[src/rtl/uart_tx_frame.sv]
// uart_tx_frame: serialises one word per valid/ready handshake into an
// asynchronous frame (start bit, DataBits LSB-first, StopBits stop bits).
//
// Handshake: a word is transferred on a rising clock edge where valid and
// ready are both high. ready is high exactly while the FSM is IDLE. Upstream
// holds valid (and data) until it sees ready; valid while busy is ignored and
// there is no buffering.
module uart_tx_frame #(
    parameter int ClockFrequency = 1000000,
    parameter int BaudRate       = 9600,
    parameter int DataBits       = 8,
    parameter int StopBits       = 1
) (
    input  logic                clock,
    input  logic                reset,
    input  logic [DataBits-1:0] data,
    input  logic                valid,
    output logic                ready,
    output logic                done,
    output logic                tx,
    output logic [1:0]          state_dbg
);

    localparam int ClocksPerBit = ClockFrequency / BaudRate;
    localparam int TimerW       = (ClocksPerBit > 1) ? $clog2(ClocksPerBit) : 1;

    typedef enum logic [1:0] {
        IDLE  = 2'd0,
        START = 2'd1,
        DATA  = 2'd2,
        STOP  = 2'd3
    } state_t;

    state_t              state;
    logic [TimerW-1:0]   timer;
    logic [3:0]          bit_idx;
    logic [DataBits-1:0] shift;
    logic                bit_end;

    // Terminal count of the per-bit timer; every bit boundary hangs off this.
    assign bit_end   = (timer == TimerW'(ClocksPerBit - 1));
    assign ready     = (state == IDLE);
    assign state_dbg = state;

    // Frame sequencer: owns the line, the bit timer, the bit/stop index and
    // the shift register; done is a registered one-cycle pulse.
    always_ff @(posedge clock or negedge reset) begin
        if (!reset) begin
            state   <= IDLE;
            tx      <= 1'b1;
            done    <= 1'b0;
            timer   <= '0;
            bit_idx <= '0;
            shift   <= '0;
        end else begin
            done <= 1'b0;
            case (state)
                IDLE: begin
                    tx <= 1'b1;
                    if (valid) begin
                        shift   <= data;
                        timer   <= '0;
                        bit_idx <= '0;
                        tx      <= 1'b0;
                        state   <= START;
                    end
                end
                START: begin
                    if (bit_end) begin
                        timer   <= '0;
                        bit_idx <= '0;
                        tx      <= shift[0];
                        state   <= DATA;
                    end else begin
                        timer <= timer + 1'b1;
                    end
                end
                DATA: begin
                    if (bit_end) begin
                        timer <= '0;
                        if (bit_idx == 4'(DataBits - 1)) begin
                            // Stop index reuses bit_idx, counting stop periods.
                            bit_idx <= '0;
                            tx      <= 1'b1;
                            state   <= STOP;
                        end else begin
                            // Next line bit is the one about to land in shift[0].
                            shift   <= shift >> 1;
                            tx      <= shift[1];
                            bit_idx <= bit_idx + 1'b1;
                        end
                    end else begin
                        timer <= timer + 1'b1;
                    end
                end
                STOP: begin
                    if (bit_end) begin
                        timer <= '0;
                        if (bit_idx == 4'(StopBits - 1)) begin
                            bit_idx <= '0;
                            done    <= 1'b1;
                            state   <= IDLE;
                        end else begin
                            bit_idx <= bit_idx + 1'b1;
                        end
                    end else begin
                        timer <= timer + 1'b1;
                    end
                end
                default: begin
                    state <= IDLE;
                    tx    <= 1'b1;
                end
            endcase
        end
    end

endmodule

[config.mk]
export PLATFORM = sky130hd
export DESIGN_NAME = uart_tx_frame
export DESIGN_NICKNAME = d
export VERILOG_FILES = /design/src/rtl/uart_tx_frame.sv
export SDC_FILE = /design/constraint.sdc
export NUM_CORES = 1
export LEC_CHECK = 0
export CAP_MARGIN = 10
export CORE_ASPECT_RATIO = 0.9
export CORE_MARGIN = 10
export CORE_UTILIZATION = 45
export CTS_BUF_LIST = sky130_fd_sc_hd__clkbuf_4 sky130_fd_sc_hd__clkbuf_8
export DETAILED_ROUTE_END_ITERATION = 10
export HOLD_SLACK_MARGIN = 0.05
export PLACE_DENSITY = 0.67
export SETUP_SLACK_MARGIN = 0.02
export SLEW_MARGIN = 10
export SYNTH_ARGS = -nofsm -noshare
export SYNTH_HDL_FRONTEND = slang
export SYNTH_SLANG_ARGS = --single-unit
export TNS_END_PERCENT = 30
[constraint.sdc]
create_clock -name clock -period 5.45 [get_ports clock]
set_clock_uncertainty 0.05 [all_clocks]
set_input_delay 0.545 -clock clock [delete_from_list [all_inputs] [get_ports clock]]
set_output_delay 0.545 -clock clock [all_outputs]
set_load 0.1 [all_outputs]
==> impl_metrics.toml, run 1 <==
[die]
rows = 18
die_height_um = 71.8
die_w_um = 77.5
start_util = 0.480
die-area_um2 = 5560
core_area_um2 = 2790
ios = 16

[worst_setup_path]
rr_worst_depth = 5
cp.required_ps = 4860
crit_fanout = 5
crit_arrival_ps = 2330
start_kind = "flip-flop"
criticalPathCategory = "flip-flop to output pin"
r2r_slack_ps = 3200
r2r_start = "state_dbg[0]"
end_kind = "output pin"
r2r-end = "shift[2]"

[synth]
syn_avg_cell_area_um2 = 10.7
ys_ff_latch = 23
syn-num-nets = 144
yosys.cell_types.count = 40
synth.cell_area_um2 = 1340
ys.flop_type = "dfrtp_1"
async_flop_share = 1.00
synth-seq-area-share = 0.430
synth_enable_flop_cells = 0
netlist_instances = 125
ys_warn_count = 0

[clocking]
post_cts_buffers = 0
cts.clk_slew.worst_paths_ps = 120
numClockSinks = 23
clock_path_buffers = 2
ctsHoldBuffers = 0
clock_latency_ps = 310
htree_num_levels = 1
cts_tree = "done"
root_buffer = "clkbuf_4"
cts_inserted_buffers = 3
ctsResizeCount = 0

[power_and_ir_drop]
p_comb_frac = 0.061
pwr-share-seq = 0.635
p_int_uw = 218
power_density_nw_per_um2 = 177
clock_power_share = 0.304
p_leak_uw = 0.000658
p_sw_frac = 0.210
p_sw_uw = 57.9
ir_drop_mv = 0.146

[routing]
wl_um = 2740
drtPass1Iterations = 4
wl_per_cell_um = 15.1
vias_per_cell = 5.40
drtAntennaViolNets = 0
drt_iter0_drc = 40
vias = 978
drc_errors = 0

[global_route]
grt_max_degree = 24
grt_pass1_vias = 990
grt_pass1_wl_um = 4680
antenna_found_initial = 0
grt_usage = 0.101
grt_overflow_total = 0

[timing]
setup_ws_ps = 2520
period_needed_ps = 2930
rsz0062_at_grt = "false"
drv_slew = 0
fmax_mhz = 341
max_slew_margin = 0.341
hold_viol_final = 0
tns_ps = 0
tightest_slew_ps = 986
finalCritPeriodShare = 0.537
finalSetupViolCount = 0

[finish]
final_cell_mix = "dfrtp_1 (22), mux2_2 (15), clkdlybuf4s50_1 (15)"
n_fill_cell = 267
drive_gt1_frac = 0.177
area_growth_pct = 16.2
num_antenna_cells = 0
layout_commonest_cell = "dfrtp_1"
nNetsFinal = 161

[min_path]
min_path_cells = 1
min-delay-start = "shift[3]"
hold_path.class = "flip-flop to flip-flop"
min_to = "shift[3]"

[placement]
gp_congestion = 0.762
pre_cts_slack_ps = 2880
io_buffer_count = 15
hpwlAfterDp_um = 2130

[run_status]
status = "finished clean"

[flow_run]
maxCapViolCount = 0
==> worst max-delay path, cell delays in order, from the launching register on <==
cell	delay, ps
dfrtp_1	450
inv_1	130
ha_1	260
clkdlybuf4s50_1	1180
==> area by class of cell <==
type	count	area [um^2]	share of cell area
multi-input cells	92	723	0.465
flip-flops and latches	23	577	0.371
repair buffers	15	150	0.0965
well taps	40	50.0	0.0322
clock buffers	4	30.0	0.0193
inverters	7	26.3	0.0169
==> power groups by stage <==
stage | logic, uW | registers [uW] | clock network (uW)
2_1_floorplan | 5.88 | 178 | 0
3_3_place_gp | 16.9 | 178 | 0
3_5_place_dp | 17.6 | 179 | 0
4_1_cts | 17.7 | 175 | 88.3
5_1_grt | 18.9 | 176 | 95.5
6_report | 16.9 | 175 | 83.8
==> state kept, by name, indices dropped and copies added, names as in the netlist <==
| register | count |
|---|---|
| bit_idx | 4 |
| shift | 8 |
| done | 1 |
| timer | 7 |
| tx | 1 |
| state_dbg | 2 |
==> cell usage after synthesis (2+ instances only) <==
cell,number,share of area
nand4_1,3,0.014
buf_2,2,0.0075
inv_1,7,0.020
dfrtp_1,22,0.41
nand2b_1,2,0.0093
or3_1,2,0.0093
nand2_1,10,0.028
nand4bb_1,2,0.017
mux2_2,15,0.13
xor2_1,4,0.026
nand3_1,2,0.0075
ha_1,8,0.075
nor2_1,8,0.022
and3_1,3,0.014
o21ai_0,10,0.037
==> logic make-up (layout without fill, tap and decap cells) <==
kind of cell               after synthesis  count (layout)  share of synthesized area
buffers and inverters                   10              26                     0.0299
adders and majority gates                8               8                     0.0747
xor gates and xnor gates                 4               4                     0.0261
AOI/OAI and AO/OA                       22              22                      0.123
and+or+nand+nor                         41              41                      0.174
muxes                                   17              17                      0.142
DFF                                     23              23                      0.430
==> metal layers <==
layer,vias to the layer above,share of wire,GRT usage
met5,-,0,0
li1,478,-,-
met3,2,0.062,0.0436
met2,17,0.48,0.164
met4,0,0.0047,0.0182
met1,481,0.45,0.122
==> worst max path at each step <==
| stage | startpoint | cells after the start | endpoint |
|---|---|---|---|
| 2_1_floorplan | state_dbg[0] | 6 | bit_idx[3] |
| 3_3_place_gp | state_dbg[0] | 3 | ready |
| 3_5_place_dp | state_dbg[1] | 3 | ready |
| 4_1_cts | state_dbg[1] | 3 | ready |
| 5_1_grt | state_dbg[1] | 3 | ready |
| 6_report | state_dbg[1] | 3 | ready |
==> stage by stage <==
step	instances	instance area (um^2)	hold WS (ps)	power [uW]	util
detailed placement	177	1530	447	196	0.547
floorplan	125	1340	199	184	-
finish	181	1560	473	276	0.557
global route	181	1560	496	290	0.557
CTS	181	1560	475	281	0.557
global placement	177	1530	432	195	0.547
Note: power is estimated with default switching activity, not from simulation.
==> run 2: changes to the inputs <==
- PLACE_DENSITY: 0.67 -> 0.69
- clock period: 5.45 -> 2.65 ns (I/O delays scaled with it)
==> run 2 against run 1 <==
Compared with the run above: clock power rose by 110%; non-clock buffer count rose by 1; power rose by 110%; critical path type is now flip-flop to flip-flop; highest routed layer unchanged.
==> impl_metrics.toml, run 2 (synthesized netlist as in run 1, its figures left out) <==
[run_status]
status = "finished clean"

[routing]
drtAntennaViolNets = 0
drt_iter0_drc = 68
vias = 959
wl_um = 2640
drc_errors = 0
wl_per_cell_um = 14.5
vias_per_cell = 5.27
drtPass1Iterations = 6

[die]
ios = 16
die-area_um2 = 5560
die_w_um = 77.5
start_util = 0.480
core_area_um2 = 2790
rows = 18
die_height_um = 71.8

[finish]
num_antenna_cells = 0
area_growth_pct = 16.2
largest_reg_flops = 8
top_register = "shift"
final_cell_mix = "dfrtp_1 (20), mux2_2 (15), nand2_1 (10), o21ai_0 (10), clkdlybuf4s50_1 (10)"
fin_util = 0.557
layout_commonest_cell = "dfrtp_1"
drive_gt1_frac = 0.239
nNetsFinal = 162
reg.largest.list = "shift x8, timer x7, bit_idx x4"

[clocking]
numClockSinks = 23
clock_latency_ps = 310
cts.clk_slew.worst_paths_ps = 130
ctsHoldBuffers = 0
htree_num_levels = 1
clock_path_buffers = 2
cts_tree = "done"
ctsResizeCount = 0
cts_inserted_buffers = 3
post_cts_buffers = 0
root_buffer = "clkbuf_4"

[timing]
hold_viol_final = 0
rsz0062_at_grt = "false"
drv_slew = 0
tns_ps = 0
fmax_mhz = 438
max_slew_margin = 0.604
finalCritPeriodShare = 0.862
period_needed_ps = 2280
tightest_slew_ps = 595
finalSetupViolCount = 0

[worst_setup_path]
start_kind = "flip-flop"
r2r_start = "state_dbg[0]"
max_stage_delay_ps = 550
rr_worst_depth = 5
r2r_slack_ps = 370
startpoint = "state_dbg[0]"
r2r-end = "shift[3]"
cp-endpoint = "shift[3]"
crit_arrival_ps = 2450
cp.required_ps = 2810
end_kind = "flip-flop"
crit_fanout = 15
slowest_stage = "ha_1"
criticalPathCategory = "flip-flop to flip-flop"
critical_path.cell_chain = "inv_1, ha_1, nand4_1, a21oi_4, mux2_2"

[placement]
io_buffer_count = 15
hpwlAfterDp_um = 2070
gp_congestion = 0.757

[global_route]
antenna_found_initial = 0
grt_max_degree = 16
grt_pass1_vias = 1036
grt_usage = 0.103
grt_overflow_total = 0
grt_pass1_wl_um = 4830

[power_and_ir_drop]
power_density_nw_per_um2 = 370
ir_drop_mv = 0.250
p_leak_uw = 0.000665

[min_path]
hold_path.class = "input pin to asynchronous set/reset pin"

[flow_run]
maxCapViolCount = 0
[run 2: power breakdown]
part,switching (uW),leakage (uW),total [uW],internal (uW)
sequential,3.21,0.000263,360,357
clock,110,0.0000184,179,69.1
combinational,12.6,0.000384,35.9,23.3
[run 2: per-layer routing]
metal	global-route usage	vias to the layer above	wire length, um
met3	0.0349	2	109
met1	0.133	462	1310
met2	0.166	15	1210
met5	0	-	0
met4	0.0182	0	12
li1	-	480	-
[run 2: worst min-delay path by stage]
stage                    to  cells after the start     start  slack, ps
2_1_floorplan    bit_idx[0]                      0     reset        -80
3_3_place_gp       shift[4]                      1  shift[4]        430
3_5_place_dp       shift[2]                      1  shift[2]        440
4_1_cts        state_dbg[0]                      1     reset        250
5_1_grt        state_dbg[0]                      1     reset        250
6_report           shift[5]                      1     reset        230
[run 2: critical path: cells and delay by family, from the launching register on]
family          cells  cell delay (ps)
simple gates        1              260
mux                 1              380
fa+ha+maj           1              550
flops               1              460
buf+inv             1              130
compound gates      1              350
[run 2: metrics by stage]
step | total power (uW) | std cells | cell area, um^2 | setup slack (ps) | hold slack (ps)
5_1_grt | 599 | 182 | 1560 | 187 | 253
6_report | 576 | 182 | 1560 | 366 | 230
3_3_place_gp | 403 | 178 | 1530 | 497 | 434
2_1_floorplan | 378 | 125 | 1350 | 215 | -80.6
3_5_place_dp | 404 | 178 | 1530 | 374 | 443
4_1_cts | 580 | 182 | 1560 | 355 | 247
[run 2: final cells by class]
type | count | area, um^2
multi-input cells | 92 | 726
fillers | 262 | 1240
flip-flops and latches | 23 | 579
clock buffers | 4 | 30.0
inverters | 7 | 26.3
well taps | 40 | 50.0
repair buffers | 16 | 145
==> run 3: changes to the inputs <==
- TNS_END_PERCENT: 30 -> 100
==> results of run 3 <==
Same layout as run 2: the final DEF is identical, and so are final timing and power.
